`config.mk`:
```
export PLATFORM = sky130hd
export DESIGN_NAME = serial_sub_n
export DESIGN_NICKNAME = d
export VERILOG_FILES = /design/src/rtl/serial_sub_n.sv
export SDC_FILE = /design/constraint.sdc
export NUM_CORES = 1
export LEC_CHECK = 0
export ABC_CLOCK_PERIOD_IN_PS = 1300
export BUFFER_PORTS_ARGS = -buffer_cell sky130_fd_sc_hd__buf_2
export CAP_MARGIN = 15
export CORE_ASPECT_RATIO = 1.4
export CORE_MARGIN = 10
export CORE_UTILIZATION = 45
export DETAILED_ROUTE_END_ITERATION = 10
export GPL_TIMING_DRIVEN = 0
export PLACE_DENSITY = 0.69
export SYNTH_ARGS = -nofsm -noshare
export SYNTH_HDL_FRONTEND = slang
export SYNTH_SLANG_ARGS = --single-unit
```
`constraint.sdc`:
```
create_clock -name clk -period 1.3 [get_ports clk]
set_input_delay 0.26 -clock clk [delete_from_list [all_inputs] [get_ports clk]]
set_output_delay 0.26 -clock clk [all_outputs]
set_load 0.01 [all_outputs]
```
`src/rtl/serial_sub_n.sv`:
```
// serial_sub_n: bit-serial N-bit subtractor computing a - b - bin, LSB first,
// one bit per clock, with a start/busy/done handshake.
// Optional feature: define SERIAL_SUB_OVF_EN to add the signed-overflow
// output 'ovf' (borrow into the MSB XOR borrow-out).
module serial_sub_n #(
    parameter int N = 4
) (
    input  logic         clk,
    input  logic         rst_n,
    input  logic         start,
    input  logic [N-1:0] a,
    input  logic [N-1:0] b,
    input  logic         bin,
    output logic [N-1:0] diff,
    output logic         bout,
    output logic         busy,
`ifdef SERIAL_SUB_OVF_EN
    output logic         done,
    output logic         ovf
`else
    output logic         done
`endif
);

    localparam int CW = $clog2(N + 1);

    typedef enum logic {
        IDLE,
        SHIFT
    } state_t;

    state_t         r_state;
    logic [N-1:0]   r_sa;
    logic [N-1:0]   r_sb;
    logic [N-1:0]   r_sd;
    logic           r_br;
    logic [CW-1:0]  r_cnt;
    logic [N-1:0]   r_diff;
    logic           r_bout;
    logic           r_busy;
    logic           r_done;
`ifdef SERIAL_SUB_OVF_EN
    logic           r_ovf;
`endif

    logic           w_d;
    logic           w_brNext;
    logic [N-1:0]   w_sdNext;
    logic           w_last;

    // One-bit full-subtractor slice on the current LSBs plus the next result shift value
    always_comb begin
        w_d      = r_sa[0] ^ r_sb[0] ^ r_br;
        w_brNext = (~r_sa[0] & r_sb[0]) | (~(r_sa[0] ^ r_sb[0]) & r_br);
        w_sdNext = {w_d, r_sd[N-1:1]};
        w_last   = (r_cnt == CW'(N - 1));
    end

    // Control FSM and datapath: capture operands in IDLE, shift one bit per clock in SHIFT
    always_ff @(posedge clk or negedge rst_n) begin
        if (!rst_n) begin
            r_state <= IDLE;
            r_sa    <= '0;
            r_sb    <= '0;
            r_sd    <= '0;
            r_br    <= 1'b0;
            r_cnt   <= '0;
            r_diff  <= '0;
            r_bout  <= 1'b0;
            r_busy  <= 1'b0;
            r_done  <= 1'b0;
`ifdef SERIAL_SUB_OVF_EN
            r_ovf   <= 1'b0;
`endif
        end else begin
            r_done <= 1'b0;
            case (r_state)
                IDLE: begin
                    if (start) begin
                        r_sa    <= a;
                        r_sb    <= b;
                        r_br    <= bin;
                        r_cnt   <= '0;
                        r_busy  <= 1'b1;
                        r_state <= SHIFT;
                    end
                end
                SHIFT: begin
                    r_sa  <= r_sa >> 1;
                    r_sb  <= r_sb >> 1;
                    r_sd  <= w_sdNext;
                    r_br  <= w_brNext;
                    r_cnt <= r_cnt + CW'(1);
                    if (w_last) begin
                        r_diff  <= w_sdNext;
                        r_bout  <= w_brNext;
`ifdef SERIAL_SUB_OVF_EN
                        r_ovf   <= r_br ^ w_brNext;
`endif
                        r_done  <= 1'b1;
                        r_busy  <= 1'b0;
                        r_state <= IDLE;
                    end
                end
                default: r_state <= IDLE;
            endcase
        end
    end

    assign diff = r_diff;
    assign bout = r_bout;
    assign busy = r_busy;
    assign done = r_done;
`ifdef SERIAL_SUB_OVF_EN
    assign ovf  = r_ovf;
`endif

endmodule

```
## After elaboration in Yosys (flattened, before gate mapping)

Index checks and enable logic that the tools add are counted.

- Add/subtract/negate cells: 1
- Equal/unequal tests: 3
- Multiplexer cells: 16
- Bitwise operators: 8
- Reductions and logical operators: 2

Operators by type and width:

| cell | number |
|---|---|
| $pmux W4 S2 | 2 |
| $mux W4 | 2 |
| $mux W1 | 7 |
| $pmux W1 S2 | 3 |
| $pmux W3 S2 | 1 |
| $reduce_and A2 Y1 | 2 |
| $add A3 B1 Y3 const B | 1 |
| $eq A3 B2 Y1 const B | 1 |
| $mux W3 | 1 |
| $not A1 Y1 | 3 |
| $and A1 B1 Y1 | 2 |
| $ne A2 B1 Y1 const B | 1 |
| $ne A2 B2 Y1 const B | 1 |
| $xor A1 B1 Y1 | 2 |
| $or A1 B1 Y1 | 1 |

- Bits in registers: 24
- Input port bits: 12
- Output and inout bits: 7

## Longest topological paths before layout

Gate-level depths: netlist (run 1).

- Depth after elaboration: 5
- Mapped depth: 4
- Gate-level depth less buffers: 4

## Worst setup path after synthesis (run 1)

No wires, ideal clock.

- Path type: register to register
- Start point: register r_cnt[0]
- End point: register r_diff[0], in the netlist diff[0]
- Library setup time: 125 ps
- Arrival: 1,202 ps
- Path slack: -27 ps
- Stages on the path, launching flop included: 5
- Buffers on the path: 0
- Clock period less this slack: 1,327 ps
- Path through: dfrtp_1 -> ha_1 -> ha_1 -> nand2_4 -> mux2_4

- Cells in the longest elaborated chain, start to end: 2

RTL lines:

| item | line | source |
|---|---|---|
| start, declared | 37 | `logic [CW-1:0] r_cnt;` |
| start signal, assigned | 93 | `r_cnt <= r_cnt + CW'(1);` |
| $eq A3 B2 Y1 | 56 | `w_last = (r_cnt == CW'(N - 1));` |
| $reduce_and A2 Y1 (no source line) | n/a |  |
| end signal, assigned | 95 | `r_diff <= w_sdNext;` |
| end, declared | 38 | `logic [N-1:0] r_diff;` |

Every way passes these cells.
A chain may end at the register's enable or synchronous reset.

## Final worst setup path (run 1)

- Start point: register r_cnt[1]
- End point: register r_diff[3], in the netlist diff[3]

Same word-level chain as after synthesis.

==> qor.yml, run 1 <==
status:
  status: "finished, final reports clean"
power:
  p_leak_nw: 0.640
  p_int_w: 0.00188
  pwr-share-seq_pct: 42.7
  p_switching_w: 0.000960
  power_density_nw_per_um2: 2320
  pwr-share-comb_pct: 46.0
  power.share.switching_pct: 33.8
  clkPwrFrac_pct: 11.3
  total_power_w: 0.00284
  ir_drop_v: 0.00115
yosys:
  yosysTopAreaCell: "dfrtp_1"
  syn-num-nets: 94
  synth_cells: 78
  ys_seq_elements: 23
  syn_area_per_cell_sq_um: 13.1
  syn_area_sq_um: 1020
  ys_seq_area_share_pct: 56.4
  netlist.area_leader.share_pct: 56.4
  synth_cell_types: 16
  ys.warnings.count: 0
  synth_area_leaders: "dfrtp_1 56%, mux2i_1 11%, mux2_4 5.9%"
place:
  place_ws_ns: -0.0530
  hpwl_um: 1280
  portBuffers: 18
  placed_area_sq_um: 1140
  place.gp.congestion: 0.683
worst_setup_path:
  start_kind: "flop"
  ff2ff_setup_slack_ns: 0.02
  worst-setup-path-type: "flop to flop"
  endpoint_kind: "flop"
  cp_slowest_cell: "dfrtp_1"
  required_ns: 1.50
  max_stage_delay_ns: 0.41
  r2r_cells: 4
  worstReg2RegEnd: "diff[3]$_DFFE_PN0P_"
  worstReg2RegStart: "r_cnt[1]$_DFFE_PN0P_"
  crit_chain: "ha_2 -> ha_4 -> nand2_8 -> mux2_4"
  worstPathArrival_ns: 1.49
  crit_path_max_fanout: 5
sta:
  max_freq_mhz: 780
  tightest_slew_ns: 0.501
  worst_slack_ns: 0.0178
  fin_crit_ns: 1.28
  clock_skew_ns: 0.00469
  rsz0062_at_grt: "true"
  final_hold_viol_count: 0
  setup_viol: 0
  fin_crit_sh_pct: 98.6
  drv_slew: 0
  max-slew-margin-rel_pct: 66.6
cells_and_area:
  antenna_cells: 0
  layout_commonest_cell: "dfrtp_1"
  final_area_sq_um: 1230
  fillCellCount: 188
  final_util_pct: 56.3
  final_cell_mix: "23 x dfrtp_1, 19 x buf_2, 11 x mux2i_1, 6 x nand2_1, 6 x o21ai_0"
  drive_gt1_share_pct: 40.4
  nets: 121
  areaGrowthSynthToFinish_pct: 20.1
clock_tree:
  cts.sinks: 23
  insertion_delay_ns: 0.31
  cts_root_buf: "clkbuf_4"
  cts_tree: "built"
  clockBufferDepth: 2
  numCtsBuffers: 3
  cts.clk_slew.worst_paths_ns: 0.12
  htree_levels: 1
worst_hold_path:
  hold_path_depth: 3
  hold_class: "primary input to flop"
  hold_end: "r_sb[3]$_DFFE_PN0P_"
  hold_start: "b[3]"
routing:
  vias: 637
  dr.pass1.iters: 2
  drtIter0Drc: 9
  ant_nets: 0
  routedWlPerCell_um: 14.3
  viasPerCell: 5.06
  drc: 0
  routed_wl_um: 1800
global_routing:
  grt_max_degree: 24
  grt-ovfl-total: 0
  grt_pass1_vias: 663
  grt_pass1_wl_um: 2880
  grtUsageTotal_pct: 7.78
  antenna_found_initial: 0
floorplan:
  core-area_sq_um: 2180
  die_h_um: 76.4
  initial_core_util_pct: 46.9
  fp.dieW_um: 60.3
  ios: 19
  dieArea_sq_um: 4600
  rows: 20
flow_run:
  max_cap_viol_count: 0
registers in the layout, summed over array words and instances (netlist names):
register and cells:
r_cnt 3, r_state 1, diff 4, r_sd 3, done 1, r_sa 4, busy 1, r_sb 4
bout 1, r_br 1
worst max-delay path, delay by kind of cell (launching register included):
family | cells | cell delay, ns
multiplexers | 1 | 0.29
flip-flops | 1 | 0.41
AND/OR/NAND/NOR | 1 | 0.08
adder cells (fa/ha/maj) | 2 | 0.39
worst max-delay path by stage:
stage,slack (ns),start,endpoint,cells past startpoint
after floorplan,0.02,r_cnt[0]$_DFFE_PN0P_,diff[0]$_DFFE_PN0P_,4
after global placement,-0.02,r_cnt[0]$_DFFE_PN0P_,diff[0]$_DFFE_PN0P_,4
after detailed placement,-0.05,r_cnt[0]$_DFFE_PN0P_,diff[2]$_DFFE_PN0P_,4
after CTS,-0.005,r_cnt[0]$_DFFE_PN0P_,diff[3]$_DFFE_PN0P_,4
after global routing,-0.03,r_cnt[0]$_DFFE_PN0P_,diff[2]$_DFFE_PN0P_,4
final,0.02,r_cnt[1]$_DFFE_PN0P_,diff[3]$_DFFE_PN0P_,4
layout make-up:
type	count	area, sq um	area share [%]
timing repair buffer	22	126	10.3
sequential	23	576	46.9
tap	22	27.5	2.24
clock buffer	3	22.5	1.84
clock inverter	1	5.00	0.408
multi-input combinational	44	404	33.0
buffer	4	38.8	3.16
inverter	7	26.3	2.14
synth_stat cells (all sizes together):
cell / number
buf: 4
a22o: 2
nand2: 7
o22ai: 1
dfrtp: 23
nor2: 4
a21oi: 1
fa: 1
mux2i: 11
mux2: 8
o21ai: 6
ha: 3
inv: 7
power groups by stage:
| stage | clock, W | combinational [W] | sequential, W |
|---|---|---|---|
| detailed placement | 0 | 0.00119 | 0.00122 |
| CTS | 0.000341 | 0.00130 | 0.00121 |
| global placement | 0 | 0.00114 | 0.00121 |
| floorplan | 0 | 0.000839 | 0.00124 |
| global route | 0.000357 | 0.00146 | 0.00125 |
| finish | 0.000322 | 0.00131 | 0.00121 |
through the flow:
stage / hold WS (ns) / TNS, ns / instances
floorplan: -0.0356 / 0 / 78
global placement: 0.255 / -0.0805 / 118
detailed placement: 0.261 / -0.208 / 118
CTS: 0.180 / -0.00988 / 126
global route: 0.218 / -0.0963 / 126
finish: 0.189 / 0 / 126
logic make-up after synthesis:
| group | synth area share [%] |
|---|---|
| AO/OA/AOI/OAI | 5.76 |
| buffers and inverters | 6.37 |
| AND/OR/NAND/NOR | 4.78 |
| flip-flops | 56.4 |
| adder cells (fa/ha/maj) | 5.64 |
| multiplexers | 21.1 |
timing repair:
| item | in CTS | in global routing |
|---|---|---|
| setup buffers | 3 | 0 |
| pin swaps | 1 | 2 |
| setup endpoints to repair | 5 | 6 |
| hold buffers | 1 | 0 |
| endpoints found under the hold margin | 23 | 0 |
| resized for setup | 2 | 4 |
per-layer routing:
metal	GRT usage [%]	share of wire [%]
met2	12.0	49
met1	9.63	44
met5	0	0
met4	4.05	1.2
met3	1.67	5.3
(Power assumes the default switching activity.)
==> inputs of run 2 (changes only) <==
--- a/config.mk
+++ b/config.mk
@@ -5,7 +5,8 @@
 export SDC_FILE = /design/constraint.sdc
 export NUM_CORES = 1
 export LEC_CHECK = 0
-export ABC_CLOCK_PERIOD_IN_PS = 1300
+export ABC_AREA = 1
+export ABC_CLOCK_PERIOD_IN_PS = 1400
 export BUFFER_PORTS_ARGS = -buffer_cell sky130_fd_sc_hd__buf_2
 export CAP_MARGIN = 15
 export CORE_ASPECT_RATIO = 1.4
@@ -13,7 +14,7 @@
 export CORE_UTILIZATION = 45
 export DETAILED_ROUTE_END_ITERATION = 10
 export GPL_TIMING_DRIVEN = 0
-export PLACE_DENSITY = 0.69
+export PLACE_DENSITY = 0.67
 export SYNTH_ARGS = -nofsm -noshare
 export SYNTH_HDL_FRONTEND = slang
 export SYNTH_SLANG_ARGS = --single-unit
==> constraint.sdc (replaced) <==
create_clock -name clk -period 1.4 [get_ports clk]
set_input_delay 0.28 -clock clk [delete_from_list [all_inputs] [get_ports clk]]
set_output_delay 0.28 -clock clk [all_outputs]
set_load 0.01 [all_outputs]
==> qor.yml, run 2 <==
yosys:
  netlist.area_leader.share_pct: 56.2
  synth_cell_types: 15
  yosysTopAreaCell: "dfrtp_1"
  ys_seq_area_share_pct: 56.2
  syn_area_sq_um: 1020
  yosysMostFrequentCell: "nand2_1"
  async_flop_share_pct: 100
  syn-num-nets: 122
  ys_seq_elements: 23
  synthTopCellsByCount: "34 x nand2_1, 23 x dfrtp_1, 16 x nand3_1, 9 x inv_1, 8 x o21ai_0"
  ys.warnings.count: 0
  syn_area_per_cell_sq_um: 9.66
  synth_area_leaders: "dfrtp_1 56%, nand2_1 12%, nand3_1 7.8%"
  synth_cells: 106
  synth_edf_count: 0
  synth-main-ff-cell: "dfrtp_1"
worst_setup_path:
  worst-setup-path-type: "flop to flop"
  path_buf_inv: 1
  crit_cells: 6
  crit_chain: "ha_1 -> ha_1 -> nand2_2 -> inv_1 -> nand2_1 -> nand2_1"
  cp_slowest_cell: "dfrtp_1"
  start_kind: "flop"
  cp_top_family: "adder cells"
  worstPathArrival_ns: 1.50
  required_ns: 1.62
  endpoint_kind: "flop"
  max_stage_delay_ns: 0.42
  r2r_cells: 6
  crit_path_max_fanout: 10
power:
  total_power_w: 0.00238
  p_leak_nw: 0.640
  power_density_nw_per_um2: 2020
  ir_drop_v: 0.00102
global_routing:
  grt_pass1_vias: 792
  grt_max_degree: 24
  grt-ovfl-total: 0
  grt_pass1_wl_um: 3250
  grtUsageTotal_pct: 8.57
  antenna_found_initial: 0
worst_hold_path:
  hold_class: "primary input to flop"
  hold_path_depth: 3
cells_and_area:
  final_area_sq_um: 1180
  areaGrowthSynthToFinish_pct: 15.0
  seq_area_sq_um: 576
  final_cell_mix: "34 x nand2_1, 23 x dfrtp_1, 18 x buf_2, 16 x nand3_1, 9 x inv_1"
  layout_commonest_cell: "nand2_1"
  antenna_cells: 0
  final_cells: 151
  drive_gt1_share_pct: 24.0
  fillCellCount: 201
  nets: 146
  multi_input_area_sq_um: 358
sta:
  tightest_slew_ns: 0.491
  max-slew-margin-rel_pct: 67.3
  fin_crit_ns: 1.27
  rsz0062_at_grt: "false"
  setup_viol: 0
  tns_ns: 0
  holdWs_ns: 0.195
  fin_crit_sh_pct: 91.0
  final_hold_viol_count: 0
  drv_slew: 0
  max_freq_mhz: 785
  clock_skew_ns: 0.00568
routing:
  viasPerCell: 4.89
  drc: 0
  wl_met2_um: 838
  vias: 738
  dr.pass1.iters: 4
  wl_met3_um: 149
  wl_met1_um: 842
  ant_nets: 0
  routed_wl_um: 1860
  routedWlPerCell_um: 12.3
  top_layer_used: "met4"
  drtIter0Drc: 21
place:
  portBuffers: 18
  place_inst: 146
  placed_area_sq_um: 1140
  hpwl_um: 1390
  place.gp.congestion: 0.689
floorplan:
  fp.dieW_um: 60.3
  initial_core_util_pct: 47.0
  die_h_um: 76.4
  dieArea_sq_um: 4610
  core-area_sq_um: 2180
  rows: 20
  ios: 19
clock_tree:
  cts.clk_slew.worst_paths_ns: 0.12
  cts.sinks: 23
  cts_root_buf: "clkbuf_4"
  clockBufferDepth: 2
  insertion_delay_ns: 0.31
  htree_levels: 1
  numCtsBuffers: 3
  cts_tree: "built"
  cts_resized: 0
status:
  status: "finished, final reports clean"
flow_run:
  max_cap_viol_count: 0
run 2: cell families (layout without fill, tap and decap cells):
kind of cell,Yosys count,after routing,share of synthesized area [%]
flip-flops,23,23,56.2
buffers and inverters,15,38,8.80
AO/OA/AOI/OAI,10,10,5.50
AND/OR/NAND/NOR,54,54,23.8
adder cells (fa/ha/maj),4,4,5.62
run 2: report_power, final:
group	switching (W)	internal (W)	total, W
registers	0.000137	0.000944	0.00108
logic	0.000566	0.000426	0.000991
clock network	0.000195	0.000111	0.000306
run 2: worst paths after layout:
path                                       from                   end  slack [ns]
min in group asynchronous                 rst_n   r_sd[3]$_DFFE_PN0P_        0.45
max in group asynchronous                 rst_n   r_sa[2]$_DFFE_PN0P_        0.62
hold reg to reg            r_cnt[0]$_DFFE_PN0P_  r_cnt[0]$_DFFE_PN0P_        0.48
hold / removal                             a[3]   r_sa[3]$_DFFE_PN0P_        0.19
setup reg to reg           r_cnt[0]$_DFFE_PN0P_   diff[3]$_DFFE_PN0P_        0.13
setup / recovery           r_cnt[0]$_DFFE_PN0P_   diff[3]$_DFFE_PN0P_        0.13
run 2: cell type report:
type	count	area share (%)
plain buffers	5	4.46
clock buffers	4	2.23
inverters	10	3.19
multi-input cells	68	30.4
flip-flops and latches	23	48.9
well taps	22	2.34
repair buffers	19	8.50
run 2: per-layer routing:
layer,up-vias,GRT usage [%]
li1,379,-
met5,-,0
met1,337,9.86
met4,0,4.05
met2,18,13.7
met3,4,2.50
run 2: repair_timing:
item | 4_1_cts | 5_1_grt
hold buffers | 1 | 0
endpoints found under the setup margin | 0 | 0
endpoints found under the hold margin | 23 | 0
buffers inserted | 0 | 0
run 2: worst register-to-register path, cell delays in order, from the launching register on:
cell	delay (ns)
dfrtp_1	0.42
ha_1	0.23
ha_1	0.19
nand2_2	0.16
inv_1	0.09
nand2_1	0.06
nand2_1	0.04
run 2: per-stage QoR:
stage | setup slack, ns | utilization (%)
after floorplan | 0.232 | -
after global placement | 0.133 | 52.4
after detailed placement | 0.126 | 52.4
after CTS | 0.104 | 54.1
after global routing | 0.0170 | 54.1
final | 0.126 | 54.1
